`src/rtl/floo_serial_link_chan_arbiter.sv`:
```
// Round-robin merge of the narrow request, narrow response and wide channels into one tagged,
// registered flit stream. The optional remote-buffer credit counters are built when
// SERIAL_LINK_ARB_CREDIT_EN is defined.
module floo_serial_link_chan_arbiter #(
  parameter int unsigned NarrowReqWidth = 64,
  parameter int unsigned NarrowRspWidth = 64,
  parameter int unsigned WideWidth      = 576,
  parameter int unsigned NumCredits     = 8,
  localparam int unsigned NarrowMax     = (NarrowReqWidth > NarrowRspWidth) ?
                                          NarrowReqWidth : NarrowRspWidth,
  localparam int unsigned DataWidth     = (NarrowMax > WideWidth) ? NarrowMax : WideWidth,
  localparam int unsigned CreditWidth   = $clog2(NumCredits + 1)
) (
  input  logic                       clk_i,
  input  logic                       rst_ni,
  input  logic                       narrow_req_valid_i,
  output logic                       narrow_req_ready_o,
  input  logic [NarrowReqWidth-1:0]  narrow_req_data_i,
  input  logic                       narrow_rsp_valid_i,
  output logic                       narrow_rsp_ready_o,
  input  logic [NarrowRspWidth-1:0]  narrow_rsp_data_i,
  input  logic                       wide_valid_i,
  output logic                       wide_ready_o,
  input  logic [WideWidth-1:0]       wide_data_i,
  input  logic [2:0]                 credit_i,
  output logic                       out_valid_o,
  input  logic                       out_ready_i,
  output logic [1:0]                 out_chan_o,
  output logic [DataWidth-1:0]       out_data_o,
  output logic [3*CreditWidth-1:0]   credits_o,
  output logic                       credit_err_o
);

  logic [2:0]                valid, eligible, has_credit, gnt;
  logic [1:0]                gnt_idx;
  logic [1:0]                order [3];
  logic [2:0][DataWidth-1:0] data_pad;
  logic                      load;

  logic                      out_valid_q;
  logic [1:0]                out_chan_q;
  logic [DataWidth-1:0]      out_data_q;
  logic [1:0]                rr_q;

  assign valid       = {wide_valid_i, narrow_rsp_valid_i, narrow_req_valid_i};
  assign data_pad[0] = DataWidth'(narrow_req_data_i);
  assign data_pad[1] = DataWidth'(narrow_rsp_data_i);
  assign data_pad[2] = DataWidth'(wide_data_i);
  assign eligible    = valid & has_credit;
  assign load        = !out_valid_q || out_ready_i;

  // Priority order starts at the channel after the last accepted grant.
  always_comb begin
    order   = '{2'd0, 2'd1, 2'd2};
    gnt     = '0;
    gnt_idx = '0;
    case (rr_q)
      2'd0:    order = '{2'd1, 2'd2, 2'd0};
      2'd1:    order = '{2'd2, 2'd0, 2'd1};
      default: order = '{2'd0, 2'd1, 2'd2};
    endcase
    for (int i = 2; i >= 0; i--) begin
      if (eligible[order[i]]) gnt_idx = order[i];
    end
    if (rst_ni && load && (|eligible)) gnt[gnt_idx] = 1'b1;
  end

  assign narrow_req_ready_o = gnt[0];
  assign narrow_rsp_ready_o = gnt[1];
  assign wide_ready_o       = gnt[2];

  always_ff @(posedge clk_i) begin
    if (!rst_ni) begin
      out_valid_q <= 1'b0;
      out_chan_q  <= 2'd0;
      out_data_q  <= '0;
      rr_q        <= 2'd2;
    end else if (load) begin
      out_valid_q <= |gnt;
      // Stale payload is kept on drain.
      if (|gnt) begin
        out_chan_q <= gnt_idx;
        out_data_q <= data_pad[gnt_idx];
        rr_q       <= gnt_idx;
      end
    end
  end

  assign out_valid_o = out_valid_q;
  assign out_chan_o  = out_chan_q;
  assign out_data_o  = out_data_q;

`ifdef SERIAL_LINK_ARB_CREDIT_EN
  logic [2:0][CreditWidth-1:0] cnt_q;
  logic                        err_q;

  always_ff @(posedge clk_i) begin
    if (!rst_ni) begin
      cnt_q <= {3{CreditWidth'(NumCredits)}};
      err_q <= 1'b0;
    end else begin
      for (int n = 0; n < 3; n++) begin
        if (gnt[n] && !credit_i[n]) begin
          cnt_q[n] <= cnt_q[n] - CreditWidth'(1);
        end else if (credit_i[n] && !gnt[n]) begin
          // A return beyond the buffer depth is dropped and flagged.
          if (cnt_q[n] == CreditWidth'(NumCredits)) err_q <= 1'b1;
          else                                      cnt_q[n] <= cnt_q[n] + CreditWidth'(1);
        end
      end
    end
  end

  always_comb begin
    has_credit = '0;
    for (int n = 0; n < 3; n++) has_credit[n] = (cnt_q[n] != '0);
  end

  assign credits_o    = cnt_q;
  assign credit_err_o = err_q;
`else
  logic unused_credit;
  assign unused_credit = ^credit_i;
  assign has_credit    = '1;
  assign credits_o     = {3{CreditWidth'(NumCredits)}};
  assign credit_err_o  = 1'b0;
`endif

endmodule

```
`config.mk`:
```
export PLATFORM = sky130hd
export DESIGN_NAME = floo_serial_link_chan_arbiter
export DESIGN_NICKNAME = d
export VERILOG_FILES = /design/src/rtl/floo_serial_link_chan_arbiter.sv
export SDC_FILE = /design/constraint.sdc
export NUM_CORES = 1
export LEC_CHECK = 0
export CELL_PAD_IN_SITES_DETAIL_PLACEMENT = 1
export CELL_PAD_IN_SITES_GLOBAL_PLACEMENT = 1
export CORE_AREA = 4 4 514 516
export CTS_CLUSTER_SIZE = 40
export DETAILED_ROUTE_END_ITERATION = 6
export DIE_AREA = 0 0 518 520
export GPL_TIMING_DRIVEN = 0
export PLACE_DENSITY_LB_ADDON = 0.3
export SLEW_MARGIN = 5
export SYNTH_ARGS = -nofsm -noshare
export SYNTH_HDL_FRONTEND = slang
export SYNTH_SLANG_ARGS = --single-unit
```
`constraint.sdc`:
```
create_clock -name clk_i -period 3.4 [get_ports clk_i]
set_input_delay 0.34 -clock clk_i [delete_from_list [all_inputs] [get_ports clk_i]]
set_output_delay 0.34 -clock clk_i [all_outputs]
set_load 0.01 [all_outputs]
```
==> results.py, run 1 <==
metrics = {
    "run_status": {
        "status": "finished clean",
    },
    "clocking": {
        "clock_sinks": 580,
        "insertion_delay_ns": 0.71,
        "cts_root_buf": "clkbuf_16",
        "cts_buffers": 84,
        "htreeDepth": 3,
        "clk_pin_slew_ns": 0.06,
        "cts_buffer_depth": 3,
        "cts_tree": "done",
    },
    "critical_path": {
        "r2r_cells": 6,
        "timing.critical_path.mode_cell": "clkdlybuf4s50_1",
        "crit_required_ns": 3.06,
        "crit_end": "narrow_req_ready_o",
        "startpoint": "narrow_req_valid_i",
        "critPathMaxStageDelay_ns": 0.55,
        "timing.rr.end": "out_data_o[16]",
        "crit_arrival_ns": 2.82,
        "r2r_slack_ns": 0.57,
        "critical_path.cell_chain": "clkdlybuf4s50_1 > or3_4 > nand3_4 > buf_6 > buf_8 > buf_4 > nor3_1 > clkdlybuf4s50_1",
        "path_buf_inv": 5,
        "slowest_stage": "clkdlybuf4s50_1",
        "crit_family": "buffers and inverters",
        "cp-start-kind": "input pin",
        "rr_startpoint": "out_chan_o[0]",
        "critPathKind": "in -> out",
        "path_depth": 8,
        "critPathMaxFanout": 10,
        "end_kind": "output pin",
    },
    "cells_and_area": {
        "final_area_mm2": 0.0430,
        "drive_above_1_share_pct": 7.82,
        "syn2layout_area_growth_pct": 87.4,
        "fin_nets": 4787,
    },
    "route": {
        "final_antenna_net_count": 0,
        "drt_iter0_drc": 1051,
        "wirelength_um": 206000,
        "dr.pass1.iters": 5,
        "wire_per_inst_um": 27.2,
        "vias": 26359,
        "avgViaCountPerCell": 3.49,
        "drc_errors": 0,
    },
    "die": {
        "io_pins": 1308,
        "die_area_mm2": 0.269,
        "start_util_pct": 8.85,
        "fp-row-count": 187,
        "core-area_mm2": 0.259,
        "die_h_um": 520,
        "die_x_um": 518,
    },
    "logic_synthesis": {
        "syn_inst": 2684,
        "ys_seq_area_share_pct": 50.6,
        "synth.cell_area_mm2": 0.0229,
        "ys_warn_count": 0,
        "synth_cell_types": 26,
        "avgSynthCellArea_um2": 8.55,
        "yosys_register_bits": 580,
    },
    "timing": {
        "max_freq_mhz": 317,
        "setup_violations": 0,
        "fin_skew_ns": 0.0306,
        "fin_crit_sh_pct": 92.8,
        "hold_viol_final": 0,
        "maxSlewViolCount": 0,
        "whs_ns": 0.193,
        "min_period_ns": 3.16,
        "worst_pin_slew_ns": 1.24,
        "slew_headroom_pct": 17.0,
        "rsz0062_at_grt": "no",
    },
    "global_route": {
        "grt_pass1_wl_um": 271000,
        "grt.overflow.total": 0,
        "grt_pass1_vias": 28259,
        "grt_max_degree": 13,
        "grt_usage_pct": 14.8,
        "antenna_found_initial": 98,
    },
    "worst_hold_path": {
        "hp-start": "wide_data_i[473]",
        "hold_path.class": "in -> reg",
        "hold_path_depth": 3,
    },
    "placement": {
        "port_buffers": 1290,
        "dp_hpwl_um": 174000,
        "place_congestion": 0.867,
        "place_area_mm2": 0.0402,
    },
    "power": {
        "p_leak_nw": 14.1,
        "irDropWorstVdd_uv": 335,
        "power_density_mw_per_mm2": 449,
    },
    "job": {
        "cap_violations": 0,
    },
}
[cells by family (layout without fill, tap and decap cells)]
logic type,after synthesis,after routing,synth area share [%]
compound gates,775,775,23.3
buf+inv,286,1723,6.15
flops,580,580,50.6
other cells,2,37,0.0327
simple gates,1041,1041,19.9
[cells in the final DEF (no fill, tap or decap), types with 3 or more instances in the layout]
master / n
nand2_1: 517
bufinv_16: 3
o21ai_1: 4
dfxtp_1: 580
clkbuf_2: 5
clkbuf_1: 111
a21boi_1: 429
a21oi_1: 128
clkdlybuf4s50_1: 1290
a22oi_1: 64
o21ai_0: 60
nand3_1: 513
buf_4: 30
buf_1: 3
a21boi_0: 87
clkinv_2: 9
buf_2: 149
clkbuf_16: 85
clkbuf_8: 18
conb_1: 13
diode_2: 24
buf_6: 6
inv_16: 3
[worst min-delay path: cells and delay by family]
| kind | cells | cell delay [ns] |
|---|---|---|
| AO/OA/AOI/OAI | 1 | 0.05 |
| buffers and inverters | 1 | 0.39 |
| AND/OR/NAND/NOR | 1 | 0.06 |
[what timing repair did]
action,4_1_cts,5_1_grt
setup buffers,1,2
hold buffers,0,0
resized for setup,12,3
setup endpoints to repair,3,3
pin swaps,0,0
[state kept, by name, summed over array words and instances (netlist names)]
name and flops:
out_valid_o 1, out_chan_o 2, out_data_o 576, rr_q 1
[layer usage]
layer / vias to the layer above / track usage [%] / part of all wire [%]
met1: 12754 / 15.6 / 38
met4: 76 / 3.67 / 2.8
met3: 286 / 6.75 / 9.6
met5: - / 0 / 0.22
li1: 12087 / - / -
met2: 1156 / 26.5 / 50
[synth_stat cells]
master     instances  area [um2]
nand2b_1           2        12.5
o21ai_0           60         300
buf_6              7        78.8
nor2b_1            2        12.5
a22o_1             1        8.76
dfxtp_1          580       11600
buf_1              6        22.5
or3_1              1        6.26
clkbuf_1          96         360
inv_1              2        7.51
nand2_1          518        1940
buf_2            149         746
a21boi_0          87         653
o21ai_2            1        8.76
o2bb2ai_1          1        8.76
conb_1             2        7.51
nor2_1             2        7.51
nor3_1             1        5.00
nand3_2            1        10.0
a21oi_1          128         641
nand3_1          513        2570
a22oi_1           64         480
a21boi_1         429        3220
o21ai_1            4        20.0
buf_4             26         195
and3_4             1        11.3
[power breakdown]
| group | total, W | internal, W | switching (W) |
|---|---|---|---|
| registers | 0.00717 | 0.00702 | 0.000153 |
| clock network | 0.00889 | 0.00520 | 0.00370 |
| logic | 0.00324 | 0.00151 | 0.00174 |
| total | 0.0193 | 0.0137 | 0.00558 |
[final cells by class]
class / instances / area [um2]
diodes: 24 / 60.1
plain buffers: 284 / 1440
clock buffers: 122 / 2440
clock inverters: 22 / 269
fillers: 30434 / 216000
inverters: 2 / 7.51
multi-input cells: 1829 / 9980
flip-flops and latches: 580 / 11600
well taps: 3402 / 4260
repair buffers: 1293 / 12900
[stage by stage]
step | setup slack (ns) | power [W] | instances | util, % | setup TNS (ns)
2_1_floorplan | 1.60 | 0.00834 | 2695 | - | 0
3_3_place_gp | -0.651 | 0.0106 | 7387 | 15.5 | -9.65
3_5_place_dp | -0.623 | 0.0106 | 7387 | 15.5 | -3.84
4_1_cts | 0.0169 | 0.0198 | 7532 | 16.6 | 0
5_1_grt | 0.0867 | 0.0202 | 7540 | 16.6 | 0
6_report | 0.244 | 0.0193 | 7558 | 16.6 | 0
[worst min path at each step]
stage | end | slack [ns]
after floorplan | rr_q[1] | 0.47
after global placement | out_data_o[200] | 0.44
after detailed placement | out_data_o[491] | 0.45
after CTS | out_data_o[473] | 0.07
after global routing | out_data_o[473] | 0.12
final | out_data_o[473] | 0.19
Power figures use the tool's default switching activity.
==> inputs of run 2 (changes only) <==
--- a/config.mk
+++ b/config.mk
@@ -7,10 +7,10 @@
 export LEC_CHECK = 0
 export CELL_PAD_IN_SITES_DETAIL_PLACEMENT = 1
 export CELL_PAD_IN_SITES_GLOBAL_PLACEMENT = 1
-export CORE_AREA = 4 4 514 516
+export CORE_AREA = 4 4 502 504
 export CTS_CLUSTER_SIZE = 40
 export DETAILED_ROUTE_END_ITERATION = 6
-export DIE_AREA = 0 0 518 520
+export DIE_AREA = 0 0 506 508
 export GPL_TIMING_DRIVEN = 0
 export PLACE_DENSITY_LB_ADDON = 0.3
 export SLEW_MARGIN = 5
==> constraint.sdc (replaced) <==
create_clock -name clk_i -period 3 [get_ports clk_i]
set_input_delay 0.3 -clock clk_i [delete_from_list [all_inputs] [get_ports clk_i]]
set_output_delay 0.3 -clock clk_i [all_outputs]
set_load 0.01 [all_outputs]
==> run 2 against run 1 <==
Global-route usage about the same. First-iteration DRC count grew 7.6%. Worst setup slack lost 0.059 ns. Final cell count shrank 1.1%. Via count decreased by 0.40%. Highest routed layer unchanged.
==> results.py, run 2 (synthesis results as in run 1) <==
metrics = {
    "run_status": {
        "status": "finished clean",
    },
    "placement": {
        "place_area_mm2": 0.0401,
        "dp_hpwl_um": 168000,
        "port_buffers": 1290,
        "place_congestion": 0.872,
        "dp.cells": 7315,
    },
    "clocking": {
        "clock_sinks": 580,
        "cts_buffer_depth": 3,
        "clk_pin_slew_ns": 0.06,
        "cts_buffers": 81,
        "htreeDepth": 3,
        "insertion_delay_ns": 0.69,
        "cts_root_buf": "clkbuf_16",
        "cts_tree": "done",
    },
    "worst_hold_path": {
        "hold_path.class": "in -> reg",
        "hp-start": "wide_data_i[355]",
        "hold_path_depth": 3,
    },
    "global_route": {
        "grt_pass1_vias": 27810,
        "grt_max_degree": 12,
        "grt_usage_pct": 14.8,
        "grt_pass1_wl_um": 259000,
        "antenna_found_initial": 99,
        "grt.overflow.total": 0,
    },
    "cells_and_area": {
        "fillers": 29209,
        "fin_nets": 4784,
        "utilization_pct": 17.3,
        "largest_reg_flops": 576,
        "final_cell_mix": "1288 x clkdlybuf4s50_1, 579 x dfxtp_1, 517 x nand2_1, 513 x nand3_1, 429 x a21boi_1",
        "drive_above_1_share_pct": 7.87,
        "syn2layout_area_growth_pct": 86.9,
        "final_area_mm2": 0.0429,
        "final_common_cell": "clkdlybuf4s50_1",
        "stdcell_count": 7478,
    },
    "critical_path": {
        "rr_startpoint": "out_valid_o",
        "critPathMaxFanout": 10,
        "critPathKind": "in -> out",
        "startpoint": "wide_valid_i",
        "cp-start-kind": "input pin",
        "r2r_slack_ns": 0.40,
        "crit_arrival_ns": 2.52,
        "r2r_cells": 6,
        "end_kind": "output pin",
        "crit_required_ns": 2.70,
    },
    "power": {
        "combPwrFrac_pct": 16.7,
        "power.switching_w": 0.00618,
        "swShare_pct": 28.5,
        "power_frac_seq_pct": 37.4,
        "internal-power_w": 0.0155,
        "irDropWorstVdd_uv": 326,
        "clkPwrFrac_pct": 46.0,
        "p_leak_nw": 14.1,
        "power_density_mw_per_mm2": 506,
    },
    "route": {
        "final_antenna_net_count": 0,
        "wirelength_um": 198000,
        "drc_errors": 0,
        "drt_iter0_drc": 1131,
        "dr.pass1.iters": 5,
        "vias": 26253,
        "wire_per_inst_um": 26.5,
        "avgViaCountPerCell": 3.51,
    },
    "die": {
        "io_pins": 1308,
        "core-area_mm2": 0.248,
        "die_area_mm2": 0.257,
        "die_x_um": 506,
        "start_util_pct": 9.26,
        "die_h_um": 508,
        "fp-row-count": 183,
    },
    "timing": {
        "rsz0062_at_grt": "no",
        "fin_skew_ns": 0.0314,
        "setup_violations": 0,
        "maxSlewViolCount": 0,
        "fin_crit_sh_pct": 93.8,
        "max_freq_mhz": 355,
        "hold_viol_final": 0,
        "whs_ns": 0.163,
        "min_period_ns": 2.82,
        "worst_pin_slew_ns": 1.21,
        "slew_headroom_pct": 19.4,
    },
    "job": {
        "cap_violations": 0,
    },
}
-- run 2: cell types whose count changed in the layout (fill, tap and decap cells not counted), sizes merged --
cell	delta
clkbuf	-2
inv	-4
buf	+1
bufinv	+1
clkinv	+2
clkdlybuf4s50	-2
clkdlybuf4s15	+2
clkinvlp	-2
diode	-5
dlygate4sd2	+1
-- run 2: timing repair --
| item | 4_1_cts | 5_1_grt |
|---|---|---|
| pin swaps | 1 | 0 |
| buffers inserted | 4 | 0 |
| hold buffers | 0 | 0 |
| gates resized for setup | 24 | 1 |
| gates cloned | 0 | 0 |
| endpoints found under the setup margin | 5 | 4 |
-- run 2: power groups by stage --
stage / clock network (W) / logic (W) / registers, W
6_report: 0.00998 / 0.00362 / 0.00812
5_1_grt: 0.0107 / 0.00390 / 0.00814
4_1_cts: 0.0104 / 0.00374 / 0.00812
3_5_place_dp: 0 / 0.00370 / 0.00828
3_3_place_gp: 0 / 0.00370 / 0.00828
2_1_floorplan: 0 / 0.00110 / 0.00835
-- run 2: routing by layer --
metal	GRT usage (%)	vias to the layer above	share of wire, %
met5	0	-	0.18
met4	3.45	52	2.6
met3	6.39	295	9.7
met2	27.5	1155	52
met1	15.2	12684	36
li1	-	12067	-
-- run 2: area by class of cell --
cell class | count | area (um2) | share of cell area [%]
sequential | 580 | 11600 | 27.1
clock buffer | 122 | 2410 | 5.62
inverter | 2 | 7.51 | 0.0175
buffer | 283 | 1440 | 3.36
multi-input combinational | 1829 | 10000 | 23.3
antenna | 19 | 47.5 | 0.111
tap | 3330 | 4170 | 9.71
timing repair buffer | 1294 | 12900 | 30.2
clock inverter | 19 | 259 | 0.604
-- run 2: through the flow --
step	TNS, ns	power (W)	worst slack [ns]
finish	0	0.0217	0.185
global route	0	0.0227	0.0340
CTS	0	0.0223	0.00489
detailed placement	-174.78	0.0120	-1.50
global placement	-224.67	0.0120	-1.52
floorplan	0	0.00945	1.28
-- run 2: critical path: stages --
cell and delay [ns]:
clkdlybuf4s50_1 0.49, or3_1 0.47, nand3_4 0.13, buf_4 0.29, buf_6 0.26, buf_4 0.23
nor3_4 0.07, clkdlybuf4s15_2 0.26
-- run 2: path summary, 6_finish.rpt --
| path | to |
|---|---|
| max | narrow_req_ready_o |
| min | out_data_o[355] |
| max reg2reg | out_data_o[93] |
| min reg2reg | out_data_o[419] |
